<file path="config.mk">
export PLATFORM = sky130hd
export DESIGN_NAME = aes_text_out_unloader
export DESIGN_NICKNAME = d
export VERILOG_FILES = /design/src/rtl/aes_text_out_unloader.sv
export SDC_FILE = /design/constraint.sdc
export NUM_CORES = 1
export LEC_CHECK = 0
export CAP_MARGIN = 20
export CORE_MARGIN = 3
export CORE_UTILIZATION = 52
export DETAILED_ROUTE_END_ITERATION = 16
export MAX_ROUTING_LAYER = met4
export PLACE_DENSITY = 0.85
export SYNTH_ARGS = -nofsm -noshare
export SYNTH_HDL_FRONTEND = slang
export SYNTH_SLANG_ARGS = --single-unit
export TNS_END_PERCENT = 10
</file>
<file path="constraint.sdc">
create_clock -name clk -period 4.1 [get_ports clk]
set_clock_uncertainty 0.15 [all_clocks]
set_input_delay 0.82 -clock clk [delete_from_list [all_inputs] [get_ports clk]]
set_output_delay 0.82 -clock clk [all_outputs]
set_load 0.005 [all_outputs]
</file>
<file path="src/rtl/aes_text_out_unloader.sv">
// Captures the 128-bit cipher result on done and streams it out
// as WORD_W-bit words, most-significant word first, over valid/ready.
module aes_text_out_unloader #(
    parameter int BLOCK_W = 128,
    parameter int WORD_W  = 32
) (
    input  logic               clk,
    input  logic               rst,
    input  logic               done,
    input  logic [BLOCK_W-1:0] text_out,
    output logic [WORD_W-1:0]  out_data,
    output logic               out_valid,
    input  logic               out_ready,
    output logic               out_last,
    output logic               busy,
    output logic               overrun,
    input  logic               ovr_clr
);

    localparam int NWORDS = BLOCK_W / WORD_W;
    localparam int CW     = (NWORDS > 1) ? $clog2(NWORDS) : 1;
    localparam logic [CW-1:0] LAST = CW'(NWORDS - 1);

    typedef enum logic {
        IDLE = 1'b0,
        SEND = 1'b1
    } state_e;

    state_e                          state_q, state_d;
    logic   [CW-1:0]                 cnt_q, cnt_d;
    logic   [BLOCK_W-1:0]            hold_q, hold_d;
    logic                            ovr_q, ovr_d;
    logic   [NWORDS-1:0][WORD_W-1:0] words;
    logic                            sending;
    logic                            is_last;
    logic                            hs;

    // Packed view: highest index is the most-significant word (word 0).
    assign words   = hold_q;
    assign sending = (state_q == SEND);
    assign is_last = (cnt_q == LAST);
    assign hs      = sending && out_ready;

    always_comb begin
        state_d = state_q;
        cnt_d   = cnt_q;
        hold_d  = hold_q;
        ovr_d   = ovr_q;
        if (ovr_clr) begin
            ovr_d = 1'b0;
        end
        unique case (state_q)
            IDLE: begin
                if (done) begin
                    hold_d  = text_out;
                    cnt_d   = '0;
                    state_d = SEND;
                end
            end
            SEND: begin
                if (hs && is_last) begin
                    cnt_d = '0;
                    // A done coinciding with the final handshake chains
                    // straight into the next block without a bubble.
                    if (done) begin
                        hold_d = text_out;
                    end else begin
                        state_d = IDLE;
                    end
                end else begin
                    if (hs) begin
                        cnt_d = cnt_q + CW'(1);
                    end
                    if (done) begin
                        ovr_d = 1'b1;
                    end
                end
            end
            default: begin
                state_d = IDLE;
                cnt_d   = '0;
            end
        endcase
    end

    always_ff @(posedge clk or negedge rst) begin
        if (!rst) begin
            state_q <= IDLE;
            cnt_q   <= '0;
            hold_q  <= '0;
            ovr_q   <= 1'b0;
        end else begin
            state_q <= state_d;
            cnt_q   <= cnt_d;
            hold_q  <= hold_d;
            ovr_q   <= ovr_d;
        end
    end

    assign out_valid = sending;
    assign busy      = sending;
    assign out_last  = sending && is_last;
    assign out_data  = sending ? words[LAST - cnt_q] : '0;
    assign overrun   = ovr_q;

endmodule

</file>
==> metrics.txt, run 1 <==
status completed; Vias/cell around 5.5; Worst Path Arrival approximately 2600 ps; pin count of the biggest net entering global routing 68; vias between 3,000 and 4,000; critical path capture point type output pin; clk root buf clkbuf_16; H-Tree Depth 4; Setup WS post-layout 583 ps; Netlist cell types 23; share of cells above drive strength 1 roughly 29%; EDFF count, synth 0; Layout area overhead 37.1%; Peak VDD IR 535 uV; MaxCap Viol Count 0; synth top area cells dfrtp_1 54%, mux2_2 22%, mux2i_1 11%, buf_12 3.6%, o22ai_1 3.3%; top-level I/O count roughly 170; placed cell areas slightly below 8000 um2; Cell Area, Synth 6100 um2; initial antenna violation count 0; antenna-violating nets left 0; PostCTS Resize Cnt 0; WS Path Type reg2out; post-synthesis compound-gate area fraction slightly below 4%; CTS tree yes; setup TNS 0 ps; largest family of logic cells by synthesized area multiplexers; vias in the first global route 4,336; top cells by count, synth 132 x dfrtp_1, 119 x mux2_2, 64 x mux2i_1; mux share of post-synthesis cell area approximately a third; asr flop ratio synth 100%; Setup violations, final 0; Post-Synth Simple-Gate Area roughly 1.2%; IO buf count about 170; required time of the critical path roughly 3100 ps; Finished Cell Area between 8000 and 9000 um2; Post-Syn Area per Cell roughly 15 um2; DRT iter0 DRCs between 200 and 250; endpoints failing hold 0; Non-Filler Instances between 700 and 800; Post-Synth XOR/XNOR Area 0%; First-pass DRT Iterations 4; clk buf depth 2; Post-Place Cells 690; GR Overflow Total 0; post-DP HPWL between 9 and 10 mm; Yosys reg bits between 100 and 150; first-pass GRT wire length about 22 mm; final core occ ~75%; share of the synthesized area in the top cell type 54.2%; WL/cell about 20 um; Row Count 38; DRC 0; CTS Buf Count 17; Post-Syn Instances 404; Clock transition at path regs ~60 ps; Achievable Freq between 200 and 300 MHz; Pins Over Slew Limit 0; DP Worst Slack a little over 1000 ps; area leader, netlist dfrtp_1; startpoint types flop; CP Max Fanout 18; Post-Syn Nets 538; TritonCTS Sinks between 100 and 150; # diodes 0; Initial Util 54.8%; WL final around 14 mm; Rel. slew slack 44.3%; Post-Synth Adder-Cell Area less than 1%; post-route clock period utilization 85.8%; Die Width 114 um; Hold Crit Class reg2reg; core area between 10,000 and 15,000 um2; Tot GR Track Use between 20% and 30%; RSZ-0062 raised after global routing no; clk_lat worst skew about 400 ps; prevailing post-synth register cell dfrtp_1; Power Density about 800 nW/um2; post-CTS setup repair buffer count 0; Final Critical Period 3520 ps; Final #Nets around 700; routability cong. slightly below 0.8; Ys Warns 0; Pleak about 0.0037 uW; CTS hold repair buffers 0; die footprint around 13,000 um2; worst slew pin tran roughly 840 ps; most frequent cell after synthesis dfrtp_1; die height 114 um; sequential share of the synthesized area 54.2%
## layer usage
layer | share of wire [%] | vias up | track usage, % | wire length, um
li1 | - | 1802 | - | -
met1 | 41 | 2004 | 27.0 | 5740
met2 | 51 | 144 | 37.0 | 7160
met3 | 6.2 | 26 | 5.76 | 876
met4 | 2.3 | 0 | 8.71 | 319
met5 | 0 | - | - | 0
## state kept, by name, summed over array words and instances (netlist names)
| register | flops |
|---|---|
| hold_q | 128 |
| cnt_q | 2 |
| busy | 1 |
| overrun | 1 |
## logic make-up (layout without fill, tap and decap cells)
| family | after synthesis | count (layout) |
|---|---|---|
| multiplexers | 193 | 193 |
| flip-flops | 132 | 132 |
| AO/OA/AOI/OAI | 37 | 37 |
| buffers and inverters | 30 | 208 |
| AND/OR/NAND/NOR | 11 | 11 |
| adder cells (fa/ha/maj) | 1 | 1 |
## layout make-up
class                           count  area, um2
Sequential cell                   132       3310
Fill cell                         730       2770
Multi-Input combinational cell    242       2450
Timing Repair Buffer              175       1780
Clock buffer                       24        492
Tap cell                          140        175
Clock inverter                      8        146
Inverter                            1       3.75
## stage by stage
step	total power [uW]	hold slack, ps
floorplan	4010	329
global placement	4960	337
detailed placement	5080	342
CTS	6770	354
global route	7080	361
finish	6720	353
## power by group
group	total, uW	switching (uW)	internal [uW]
registers	2340	370	1970
clock network	1610	529	1080
logic	2770	1060	1710
total	6720	1960	4760
## worst max-delay path, cell delays in order, from the launching register on
cell and delay [ps]:
dfrtp_1 480, or2b_1 530, buf_4 340, o22ai_1 230, clkdlybuf4s50_1 550
## placed cells by master (no fill, tap or decap), types with 2 or more instances in the layout
cell type	instances
dfrtp_1	131
clkbuf_1	3
clkdlybuf4s50_1	167
mux2_2	119
buf_12	4
nand2b_1	2
clkbuf_8	4
bufinv_16	4
mux2_4	10
o22ai_1	32
buf_4	4
clkbuf_16	17
nand2_1	3
o21ai_0	4
clkinv_2	2
mux2i_1	64
## worst paths after layout
check,start,end,slack [ps],cells after the start
max,busy$_DFF_PN0_,out_data[5],580,4
min,hold_q[25]$_DFFE_PN0P_,hold_q[25]$_DFFE_PN0P_,350,1
max reg2reg,cnt_q[1]$_DFFE_PN0P_,hold_q[89]$_DFFE_PN0P_,1490,5
min reg2reg,hold_q[25]$_DFFE_PN0P_,hold_q[25]$_DFFE_PN0P_,350,1
max in group asynchronous,rst,hold_q[18]$_DFFE_PN0P_,2570,2
min in group asynchronous,rst,overrun$_DFF_PN0_,360,1
No activity file was read; power rests on OpenSTA's default activity.
==> run 2: changes to the inputs <==
--- a/config.mk
+++ b/config.mk
@@ -7,10 +7,11 @@
 export LEC_CHECK = 0
 export CAP_MARGIN = 20
 export CORE_MARGIN = 3
-export CORE_UTILIZATION = 52
+export CORE_UTILIZATION = 48
 export DETAILED_ROUTE_END_ITERATION = 16
 export MAX_ROUTING_LAYER = met4
-export PLACE_DENSITY = 0.85
+export PLACE_DENSITY = 0.79
+export SLEW_MARGIN = 20
 export SYNTH_ARGS = -nofsm -noshare
 export SYNTH_HDL_FRONTEND = slang
 export SYNTH_SLANG_ARGS = --single-unit
==> constraint.sdc (replaced) <==
create_clock -name clk -period 3.45 [get_ports clk]
set_clock_uncertainty 0.15 [all_clocks]
set_input_delay 0.69 -clock clk [delete_from_list [all_inputs] [get_ports clk]]
set_output_delay 0.69 -clock clk [all_outputs]
set_load 0.005 [all_outputs]
==> metrics.txt, run 2 (same netlist as run 1, synthesis figures left out) <==
status completed; startpoint types flop; die height 119 um (+3.9%); WL/cell 18.4 um (-5.8%); DP Worst Slack 577 ps (-439 ps); CTS Buf Count 17 (unchanged); setup TNS 0 ps (unchanged); clock share of power 22.7% (-1.3 points); largest registers hold_q x128, cnt_q x2; antenna-violating nets left 0 (unchanged); IO buf count 168 (unchanged); WL final 13.8 mm (-1.9%); TritonCTS Sinks 132 (unchanged); vias 3,923 (-1.3%); clk_lat worst skew 400 ps (about the same); Hold Crit Class in2async; Pleak 0.00366 uW (about the same); vias in the first global route 4,552 (+5.0%); PostCTS Resize Cnt 0 (unchanged); share of cells above drive strength 1 29.1% (-0.10 points); critical path capture point type output pin; Die Width 119 um (+3.9%); logic gate share of total power 41.1% (about the same); Reg power frac 36.2% (+1.4 points); DRT iter0 DRCs 156 (-34%); Tot GR Track Use 21.7% (-0.95 points); first-pass GRT wire length 23.2 mm (+5.4%); Setup WS post-layout 165 ps (-418 ps); Sw Share 28.9% (-0.30 points); routability cong. 0.784 (-0.90%); H-Tree Depth 4 (unchanged); Final #Nets 706 (+0.43%); Post-Place Cells 721 (+4.5%); Non-Filler Instances 752 (+4.2%); Pins Over Slew Limit 0 (unchanged); Fillers 905 (+24%); Internal Pwr Total 5570 uW (+17%); initial antenna violation count 0 (unchanged); post-DP HPWL 9.68 mm (+3.2%); endpoints failing hold 0 (unchanged); pin count of the biggest net entering global routing 77 (+13%); top-level I/O count 169 (unchanged); CTS tree yes; RSZ-0062 raised after global routing no; WS Path Type reg2out; GR Overflow Total 0 (unchanged); clk buf depth 2 (unchanged); Final Critical Period 3290 ps; Worst Path Arrival 2450 ps (-100 ps); Achievable Freq approximately 300 MHz; # diodes 0 (unchanged); DRC 0 (unchanged); Vias/cell 5.22 (-5.3%); CP Max Fanout 36 (+18); Rel. slew slack 52.2% (+7.9 points); most frequent cells in the layout 167 x clkdlybuf4s50_1, 131 x dfrtp_1, 119 x mux2_2; Row Count 40 (+5.3%); post-CTS setup repair buffer count 0 (unchanged); die footprint 14,100 um2 (+7.9%); Clock transition at path regs 50 ps (about the same); MaxCap Viol Count 0 (unchanged); max FFs per register 128 (unchanged); placed cell areas 7790 um2 (+0.91%); Setup violations, final 0 (unchanged); Layout area overhead 37.5%; Peak VDD IR 473 uV (-12%); post-route clock period utilization 95.2%; worst slew pin tran 717 ps (-118 ps); Largest Register hold_q; Finished Cell Area 8380 um2 (+0.28%); required time of the critical path 2610 ps (-520 ps); clk root buf clkbuf_16; core area 12,200 um2 (+9.8%); final core occ 68.6% (-6.5 points); Power Density 934 nW/um2 (+16%); Psw 2260 uW (+15%); Initial Util 49.9% (-4.9 points); commonest non-fill, non-tap cell in the layout clkdlybuf4s50_1; CTS hold repair buffers 0 (unchanged); First-pass DRT Iterations 4 (unchanged)
run 2: path summary, 6_finish.rpt:
| check | from | end | slack, ps | cells after the start |
|---|---|---|---|---|
| setup / recovery | cnt_q[1]$_DFFE_PN0P_ | out_data[3] | 160 | 4 |
| hold / removal | rst | hold_q[74]$_DFFE_PN0P_ | 180 | 1 |
| setup reg to reg | cnt_q[1]$_DFFE_PN0P_ | hold_q[44]$_DFFE_PN0P_ | 760 | 5 |
| hold reg to reg | hold_q[39]$_DFFE_PN0P_ | hold_q[39]$_DFFE_PN0P_ | 350 | 1 |
| max in group asynchronous | rst | cnt_q[1]$_DFFE_PN0P_ | 2060 | 2 |
| min in group clk | hold_q[39]$_DFFE_PN0P_ | hold_q[39]$_DFFE_PN0P_ | 350 | 1 |
run 2: stage by stage:
stage	hold slack [ps]	total power, uW
5_1_grt	223	8330
6_report	180	7830
2_1_floorplan	244	4760
3_3_place_gp	337	5950
4_1_cts	200	7920
3_5_place_dp	342	6090
run 2: per-layer routing:
| layer | global-route usage (%) | wire length, um |
|---|---|---|
| met1 | 26.0 | 5880 |
| met2 | 35.3 | 7040 |
| met3 | 6.17 | 762 |
| met4 | 7.31 | 155 |
| met5 | - | 0 |
run 2: cell type report:
class / instances / area, um2 / area share, %
multi-input cells: 242 / 2450 / 29.3
clock buffers: 28 / 527 / 6.28
flip-flops and latches: 132 / 3310 / 39.4
clock inverters: 3 / 65.1 / 0.776
repair buffers: 178 / 1820 / 21.7
well taps: 168 / 210 / 2.51
inverters: 1 / 3.75 / 0.0448
run 2: worst max-delay path, stage by stage (launching register included):
cell and delay [ps]:
dfrtp_4 790, buf_12 350, mux2i_1 130, o22ai_1 200
clkdlybuf4s50_1 550
run 2: power by group through the flow:
stage          registers (uW)  logic, uW  clock network [uW]
2_1_floorplan            2620       2140                   0
3_3_place_gp             2820       3130                   0
3_5_place_dp             2860       3230                   0
4_1_cts                  2840       3260                1810
5_1_grt                  2950       3490                1890
6_report                 2830       3220                1770
